### src/rtl/mms_pkg.sv
// Shared definitions for the MAC Merge verify controller: state codes and default limits.
package mms_pkg;

  typedef enum logic [2:0] {
    ST_INIT     = 3'd0,
    ST_IDLE     = 3'd1,
    ST_SEND     = 3'd2,
    ST_WAIT     = 3'd3,
    ST_VERIFIED = 3'd4,
    ST_FAIL     = 3'd5
  } state_t;

  localparam logic TRUE  = 1'b1;
  localparam logic FALSE = 1'b0;

  localparam int unsigned DEF_VERIFY_LIMIT = 3;
  localparam int unsigned DEF_VERIFY_TIME  = 10;

endpackage

### src/rtl/mms_tick_timer.sv
// Loadable down-counter advanced by a timebase strobe; done while the count is zero.
module mms_tick_timer #(
  parameter int unsigned W = 8
) (
  input  logic         clk,
  input  logic         rst_n,
  input  logic         load,
  input  logic [W-1:0] load_val,
  input  logic         tick,
  output logic         done
);

  logic [W-1:0] count_q;

  // Load wins over tick; the count parks at zero.
  always_ff @(posedge clk or negedge rst_n) begin
    if (!rst_n) begin
      count_q <= '0;
    end else if (load) begin
      count_q <= load_val;
    end else if (tick && (count_q != '0)) begin
      count_q <= count_q - W'(1);
    end
  end

  assign done = (count_q == '0);

endmodule

### src/rtl/mms_verify_ctrl.sv
// MAC Merge verify handshake controller: sends verify mPackets, times responses,
// and reports verified / failed status with an optional autonomous retry.
module mms_verify_ctrl
  import mms_pkg::*;
#(
  parameter int unsigned VERIFY_LIMIT  = DEF_VERIFY_LIMIT,
  parameter int unsigned VERIFY_TIME   = DEF_VERIFY_TIME,
  parameter int unsigned TIMER_W       = 8,
  parameter int unsigned CNT_W         = $clog2(VERIFY_LIMIT + 1),
  parameter int unsigned RETRY_ON_FAIL = 0,
  parameter int unsigned RETRY_HOLDOFF = 100,
  parameter int unsigned FAIL_W        = 8
) (
  input  logic              clk,
  input  logic              rst_n,
  input  logic              reset_begin,
  input  logic              link_fail,
  input  logic              disable_verify,
  input  logic              p_enable,
  input  logic              tick,
  input  logic              send_v_done,
  input  logic              rcv_r,
  output logic              send_v,
  output logic              clr_flags,
  output logic              verified,
  output logic              verify_fail,
  output logic [CNT_W-1:0]  verify_cnt,
  output logic [FAIL_W-1:0] fail_cnt,
  output logic [2:0]        state
);

  localparam int unsigned HOLD_W   = (RETRY_HOLDOFF < 1) ? 1 : $clog2(RETRY_HOLDOFF + 1);
  localparam logic        RETRY_EN = (RETRY_ON_FAIL != 0);

  state_t state_q, state_nxt;
  logic   rst_pending_q;
  logic   force_init;
  logic   vt_load, vt_tick, vt_done;
  logic   hold_load, hold_tick, hold_done;
  logic   fail_entry;

  logic              send_v_nxt, clr_flags_nxt, verified_nxt, verify_fail_nxt;
  logic [CNT_W-1:0]  verify_cnt_nxt;
  logic [FAIL_W-1:0] fail_cnt_nxt;

  assign force_init = reset_begin | link_fail | disable_verify | ~p_enable;

  // Timers only advance in the state that owns them and freeze under a force.
  assign vt_tick   = tick & (state_q == ST_WAIT) & ~force_init;
  assign hold_tick = tick & (state_q == ST_FAIL) & ~force_init;

  mms_tick_timer #(.W(TIMER_W)) u_verify_timer (
    .clk      (clk),
    .rst_n    (rst_n),
    .load     (vt_load),
    .load_val (TIMER_W'(VERIFY_TIME)),
    .tick     (vt_tick),
    .done     (vt_done)
  );

  mms_tick_timer #(.W(HOLD_W)) u_holdoff_timer (
    .clk      (clk),
    .rst_n    (rst_n),
    .load     (hold_load),
    .load_val (HOLD_W'(RETRY_HOLDOFF)),
    .tick     (hold_tick),
    .done     (hold_done)
  );

  // State and registered outputs.
  always_ff @(posedge clk or negedge rst_n) begin
    if (!rst_n) begin
      state_q       <= ST_INIT;
      rst_pending_q <= TRUE;
      send_v        <= FALSE;
      clr_flags     <= FALSE;
      verified      <= FALSE;
      verify_fail   <= FALSE;
      verify_cnt    <= '0;
      fail_cnt      <= '0;
    end else begin
      state_q       <= state_nxt;
      rst_pending_q <= FALSE;
      send_v        <= send_v_nxt;
      clr_flags     <= clr_flags_nxt;
      verified      <= verified_nxt;
      verify_fail   <= verify_fail_nxt;
      verify_cnt    <= verify_cnt_nxt;
      fail_cnt      <= fail_cnt_nxt;
    end
  end

  // Next state; the force has priority and unused codes recover to INIT.
  always_comb begin
    state_nxt = state_q;
    if (force_init) begin
      state_nxt = ST_INIT;
    end else begin
      case (state_q)
        ST_INIT:     state_nxt = ST_IDLE;
        ST_IDLE:     if (p_enable && !disable_verify) state_nxt = ST_SEND;
        ST_SEND:     if (send_v_done) state_nxt = ST_WAIT;
        ST_WAIT: begin
          if (rcv_r) begin
            state_nxt = ST_VERIFIED;
          end else if (vt_done) begin
            if (verify_cnt < CNT_W'(VERIFY_LIMIT)) state_nxt = ST_IDLE;
            else                                   state_nxt = ST_FAIL;
          end
        end
        ST_VERIFIED: state_nxt = ST_VERIFIED;
        ST_FAIL:     if (RETRY_EN && hold_done) state_nxt = ST_INIT;
        default:     state_nxt = ST_INIT;
      endcase
    end
  end

  // Entry actions, computed from the transition and registered with it.
  always_comb begin
    send_v_nxt      = FALSE;
    clr_flags_nxt   = FALSE;
    verified_nxt    = FALSE;
    verify_fail_nxt = FALSE;
    verify_cnt_nxt  = verify_cnt;
    fail_cnt_nxt    = fail_cnt;
    vt_load         = FALSE;
    hold_load       = FALSE;
    fail_entry      = (state_nxt == ST_FAIL) && (state_q != ST_FAIL);

    // The reset release counts as an INIT entry for the flag-clear pulse.
    clr_flags_nxt   = rst_pending_q || ((state_nxt == ST_INIT) && (state_q != ST_INIT));
    send_v_nxt      = (state_nxt == ST_SEND);
    verified_nxt    = (state_nxt == ST_VERIFIED);
    verify_fail_nxt = (state_nxt == ST_FAIL);

    if (state_nxt == ST_INIT) begin
      verify_cnt_nxt = '0;
    end else if ((state_q == ST_SEND) && (state_nxt == ST_WAIT)) begin
      vt_load = TRUE;
      if (verify_cnt != '1) verify_cnt_nxt = verify_cnt + CNT_W'(1);
    end

    if (fail_entry) begin
      hold_load = TRUE;
      if (fail_cnt != '1) fail_cnt_nxt = fail_cnt + FAIL_W'(1);
    end
  end

  assign state = state_q;

endmodule

### config.mk
export PLATFORM = sky130hd
export DESIGN_NAME = mms_verify_ctrl
export DESIGN_NICKNAME = d
export VERILOG_FILES = /design/src/rtl/mms_pkg.sv /design/src/rtl/mms_tick_timer.sv /design/src/rtl/mms_verify_ctrl.sv
export SDC_FILE = /design/constraint.sdc
export NUM_CORES = 1
export LEC_CHECK = 0
export CORE_MARGIN = 1.5
export CORE_UTILIZATION = 43
export CTS_BUF_LIST = sky130_fd_sc_hd__clkbuf_4
export DETAILED_ROUTE_END_ITERATION = 16
export HOLD_SLACK_MARGIN = 0.02
export PLACE_DENSITY = 0.77
export SLEW_MARGIN = 5
export SYNTH_ARGS = -nofsm -noshare
export SYNTH_HDL_FRONTEND = slang
export SYNTH_SLANG_ARGS = --single-unit
### constraint.sdc
create_clock -name clk -period 2.56 [get_ports clk]
set_input_delay 0.512 -clock clk [delete_from_list [all_inputs] [get_ports clk]]
set_output_delay 0.512 -clock clk [all_outputs]
set_load 0.01 [all_outputs]
## Word level (Yosys, flattened, before mapping)

Cells that the tools add are included.

| storage, ports and cells | value |
|---|---|
| logic and storage cells | 63 |
| flip-flop bits (word level) | 26 |

| operators by class | value |
|---|---|
| reduce and logical (&&, ||, !) cells | 17 |
| $add $sub $neg | 3 |
| order comparisons | 1 |
| multiplexer cells | 14 |
| bitwise operators | 7 |
| equality and inequality tests | 12 |

Operators with widths:

| kind | number |
|---|---|
| $mux 3 | 6 |
| $pmux 3 s6 | 1 |
| $mux 8 | 2 |
| $eq 3x2->1 const B | 4 |
| $eq 3x3->1 const B | 4 |
| $add 8x1->8 const B | 1 |
| $logic_not 8->1 | 1 |
| $ne 8x8->1 const B | 1 |
| $reduce_bool 8->1 | 1 |
| $sub 8x1->8 const B | 1 |
| $logic_not 3->1 | 2 |
| $mux 2 | 3 |
| $reduce_bool 2->1 | 3 |
| $logic_and 1x1->1 | 5 |
| $reduce_and 2->1 | 2 |
| $eq 3x1->1 const B | 1 |
| $ne 3x3->1 const B | 1 |
| $or 1x1->1 | 3 |
| $reduce_bool 3->1 | 1 |
| $add 2x1->2 const B | 1 |
| $and 1x1->1 | 2 |
| $lt 2x2->1 const B | 1 |
| $mux 1 | 2 |
| $ne 2x2->1 const B | 1 |
| other kinds (3) | 4 |

## Logic depth before layout (Yosys ltp)

| logic depth | value |
|---|---|
| word-level depth | 11 |
| gate-level depth with buffers | 7 |

## Cells and area by module

A second synthesis with hierarchy kept.

| second synthesis, totals | value |
|---|---|
| cells, all modules | 140 |
| area, all modules | 1,441.4 sq um |

By module, submodules not included:

| module | area each (sq um) | cells an instance | instances |
|---|---|---|---|
| mms_verify_ctrl | 913.4 | 82 | 1 |
| mms_tick_timer | 528.0 | 58 | 1 |

## Least setup slack after synthesis

OpenSTA, ideal clock, no wires.

| timing path | value |
|---|---|
| path type | register -> register |
| from | reg u_verify_timer.count_q[0] |
| to | reg fail_cnt[1] |
| path buffers | 0 |
| arrival time | 2,043 ps |
| setup slack | 390 ps |
| required time | 2,432 ps |
| library setup time | 128 ps |
| cell stages (with the launch flop) | 8 |
| path through | dfrtp_1 inv_1 ha_1 or4b_4 nor4b_4 o221ai_4 nor2_2 mux2_1 |

| on the way | value |
|---|---|
| longest elaborated chain between the ends | 8 |

RTL lines:

| item | line | source |
|---|---|---|
| from (decl) | mms_tick_timer.sv:13 | `logic [W-1:0] count_q;` |
| from (signal assigned) | mms_tick_timer.sv:20 | `count_q <= load_val;` |
| from (signal assigned) | mms_tick_timer.sv:22 | `count_q <= count_q - W'(1);` |
| $logic_not 8->1 | mms_tick_timer.sv:26 | `assign done = (count_q == '0);` |
| $mux 3 | mms_verify_ctrl.sv:106 | `end else if (vt_done) begin` |
| $mux 3 | mms_verify_ctrl.sv:104 | `if (rcv_r) begin` |
| $pmux 3 s6 | mms_verify_ctrl.sv:99 | `case (state_q)` |
| $mux 3 | mms_verify_ctrl.sv:96 | `if (force_init) begin` |
| $eq 3x3->1 | mms_verify_ctrl.sv:128 | `fail_entry = (state_nxt == ST_FAIL) && (state_q != ST_FAIL);` |
| $logic_and 1x1->1 | mms_verify_ctrl.sv:128 |  |
| $reduce_and 2->1 (no source line) | -- |  |
| to (signal assigned) | mms_verify_ctrl.sv:89 | `fail_cnt <= fail_cnt_nxt;` |
| to (decl) | mms_verify_ctrl.sv:28 | `output logic [FAIL_W-1:0] fail_cnt,` |

No other way between the ends.
A chain may end at the register's enable or synchronous reset.

## Worst setup path in the final report

| timing path | value |
|---|---|
| from | in p_enable |
| to | reg fail_cnt[4] |

| on the way | value |
|---|---|
| longest elaborated chain between the ends | 7 |
| elaborated cells on any way between the ends | 9 |
| those cells by class | eq/ne: 1; mux: 3; bitwise: 2; reduce/logical: 3 |

RTL lines:

| item | line | source |
|---|---|---|
| from (decl) | mms_verify_ctrl.sv:19 | `input logic p_enable,` |
| $logic_and 1x1->1 | mms_verify_ctrl.sv:101 | `ST_IDLE: if (p_enable && !disable_verify) state_nxt = ST_SEND;` |
| $mux 3 | mms_verify_ctrl.sv:101 |  |
| $pmux 3 s6 | mms_verify_ctrl.sv:99 |  |
| $mux 3 (*) | mms_verify_ctrl.sv:96 |  |
| $eq 3x3->1 (*) | mms_verify_ctrl.sv:128 |  |
| $logic_and 1x1->1 (*) | mms_verify_ctrl.sv:128 |  |
| $reduce_and 2->1 (no source line) (*) | -- |  |

Every way passes the cells marked *; elsewhere a longest branch is shown, timed or not.

==> metrics.txt <==
clk root buf=clkbuf_4; Hold Path Class=reg -> reg; GRT Util Overall=0.190; cells after synthesis=136; largest net degree at the start of global routing=27; period utilization=0.890; Slew Limit Fails=0; area grow syn2layout=26.6%; Fin Clk Skew=0.00615 ns; Synth Area in Compound Gates=0.0852; endpoint class of the critical path=flop; die span in x=60.6 µm; Final setup viols=0; initial antenna violation count=0; P_int=0.505 mW; drt total wl=2970 µm; CP Buf/Inv Count=2; max-capacitance violation count=0; Async SR Flop Fraction=1.00; setup ws final=0.281 ns; Gate power share=0.088; RSZ-0062 raised after global routing=no; RePlAce Congestion=0.855; Syn. warnings=0; Core Footprint=about 3100 µm²; number of flops mapped to enable cells by yosys=0; drt first pass iters=4; Ports=26; Place WS=-0.0404 ns; Layout Cells excl Fill=214; CTS Hold Buffers Added=0; CP arrival=2.53 ns; fillcell total=292; Top FF cell, synth=dfrtp_1; Synth Cell Area=between 1000 and 1500 µm²; Clk network pwr share=0.265; CTS tree=done; Starting Density=0.459; net count after synthesis=roughly 150; Synth Register Bits=26; Initial DRC Count=35; DP HPWL=~2300 µm; Rows=20; crit-path max cell delay=0.51 ns; Switching Fraction=0.229; vias per std cell=5.36; Post-Synth Simple-Gate Area=0.290; ant diodes=0; post-synthesis sequential area ratio=0.457; die height=60.6 µm; post-cts resize count=0; Longest Clk Path Bufs=2; Skew-Pair Late Insertion Delay=0.32 ns; Layout Nets=184; setup TNS=0 ns; Worst EP required=2.81 ns; Setup CP Type=in -> reg; vias in the first global route=1206; CP top delay family=buffers and inverters; via count=between 1000 and 1500; Post-Synth XOR/XNOR Area=0.0922; Hold Vio Cnt, Final=0; most frequent cells in the layout=dfrtp_1, clkdlybuf4s50_1, nor2_1; residual overflow from global routing=0; # Post-CTS Setup Buffers=0; largest family of logic cells by synthesized area=simple AND/OR/NAND/NOR gates; Flop pwr share=0.648; crit start category=input port; slowest CP cell=clkdlybuf4s50_1; average size of a mapped cell=10.5 µm²; DIE AREA=3670 µm²; CTS Buf Count=3; first-pass GRT wire length=5220 µm; Pleak=roughly 0.77 nW; clock sink total=26; Pwr per Cell Area=363 nW/µm²; fmax=439 MHz; status=finished, final reports clean; Tmin final=2.28 ns; Min Hold Slack=0.507 ns; worst IR drop on VDD=258 µV; Synth Area in Adders=0.0351; ANT nets after route=0; cells along the critical path=clkdlybuf4s50_1, or4b_4, a21oi_1, o221ai_4, buf_4, nor3_2, xor2_1; DRC violations left=0; I/O Buffers=25; mux share of post-synthesis cell area=0.00790; layout cells sized above 1=0.176; DR WL/cell=about 14 µm; Switch Pwr=0.150 mW; number of H-tree levels=1; peak fanout along the critical path=7; Yosys cell types=42; clk slew on worst S/H paths=0.13 ns; placed cells=210
state kept, by name, indices dropped and copies added (netlist names):
signal / cells
send_v: 1
verify_fail: 1
fail_cnt: 8
rst_pending_q: 1
state: 3
verify_cnt: 2
clr_flags: 1
verified: 1
u_verify_timer.count_q: 8
final timing paths:
check / depth (start not counted) / slack (ns) / to / start
max in group asynchronous: 2 / 1.71 / rst_pending_q / rst_n
min reg2reg: 1 / 0.51 / fail_cnt[6] / fail_cnt[6]
max reg2reg: 8 / 0.29 / fail_cnt[4] / u_verify_timer.count_q[0]
max: 7 / 0.28 / fail_cnt[4] / p_enable
min in group asynchronous: 2 / 0.54 / state[1] / rst_n
min: 1 / 0.51 / fail_cnt[6] / fail_cnt[6]
through the flow:
stage | power (mW) | utilization | instance area [µm²]
3_3_place_gp | 0.487 | 0.573 | 1780
4_1_cts | 0.667 | 0.581 | 1800
6_report | 0.655 | 0.581 | 1800
3_5_place_dp | 0.490 | 0.573 | 1780
2_1_floorplan | 0.449 | - | 1430
5_1_grt | 0.692 | 0.581 | 1800
synth_stat cells (all sizes together) (2+ instances only):
| master | n | area, µm² |
|---|---|---|
| nor2 | 13 | 51.3 |
| nand2 | 7 | 28.8 |
| xnor2 | 8 | 70.1 |
| or2 | 4 | 25.0 |
| nor4 | 4 | 25.0 |
| xor2 | 7 | 61.3 |
| or4b | 2 | 27.5 |
| nand2b | 2 | 12.5 |
| clkbuf | 2 | 7.51 |
| inv | 8 | 30.0 |
| nor2b | 2 | 12.5 |
| ha | 4 | 50.1 |
| and3 | 4 | 25.0 |
| a21oi | 4 | 20.0 |
| nor3b | 3 | 27.5 |
| nand3 | 5 | 25.0 |
| dfrtp | 25 | 626 |
| nor4b | 2 | 38.8 |
| or3 | 2 | 12.5 |
| nor3 | 9 | 70.1 |
| o21ai | 5 | 28.8 |
metal layers:
metal  GRT usage  routed length [µm]  vias to the layer above  share of wire
met5           0                   0                        -              0
met4      0.0652                  46                        0          0.016
met3      0.0618                 162                        6          0.055
met2       0.332                1520                       34           0.51
met1       0.218                1240                      567           0.42
li1            -                   -                      540              -
power groups by stage:
stage / clock network [mW] / registers [mW] / logic, mW
2_1_floorplan: 0 / 0.432 / 0.0169
3_3_place_gp: 0 / 0.431 / 0.0559
3_5_place_dp: 0 / 0.432 / 0.0583
4_1_cts: 0.185 / 0.424 / 0.0586
5_1_grt: 0.203 / 0.425 / 0.0633
6_report: 0.173 / 0.424 / 0.0574
cell type report:
class	count	area (µm²)	area share
inverters	8	30.0	0.0166
flip-flops and latches	26	652	0.361
clock inverters	1	3.75	0.00208
multi-input cells	99	731	0.405
clock buffers	3	22.5	0.0125
well taps	44	55.1	0.0305
repair buffers	33	310	0.172
logic make-up (layout without fill, tap and decap cells):
group	count (synthesis)	after routing
adder cells (fa/ha/maj)	4	4
AO/OA/AOI/OAI	15	15
XOR/XNOR	15	15
multiplexers	1	1
buffers and inverters	11	45
flip-flops	26	26
other	1	1
AND/OR/NAND/NOR	63	63
worst register-to-register path, cell delays in order (launching register included):
cell and delay (ns):
dfrtp_1 0.40, inv_1 0.11, ha_1 0.16, or4b_4 0.48, nor4b_4 0.33, o221ai_4 0.15
buf_4 0.20, nor3_2 0.20, xor2_1 0.17
Power figures use the tool's default switching activity.
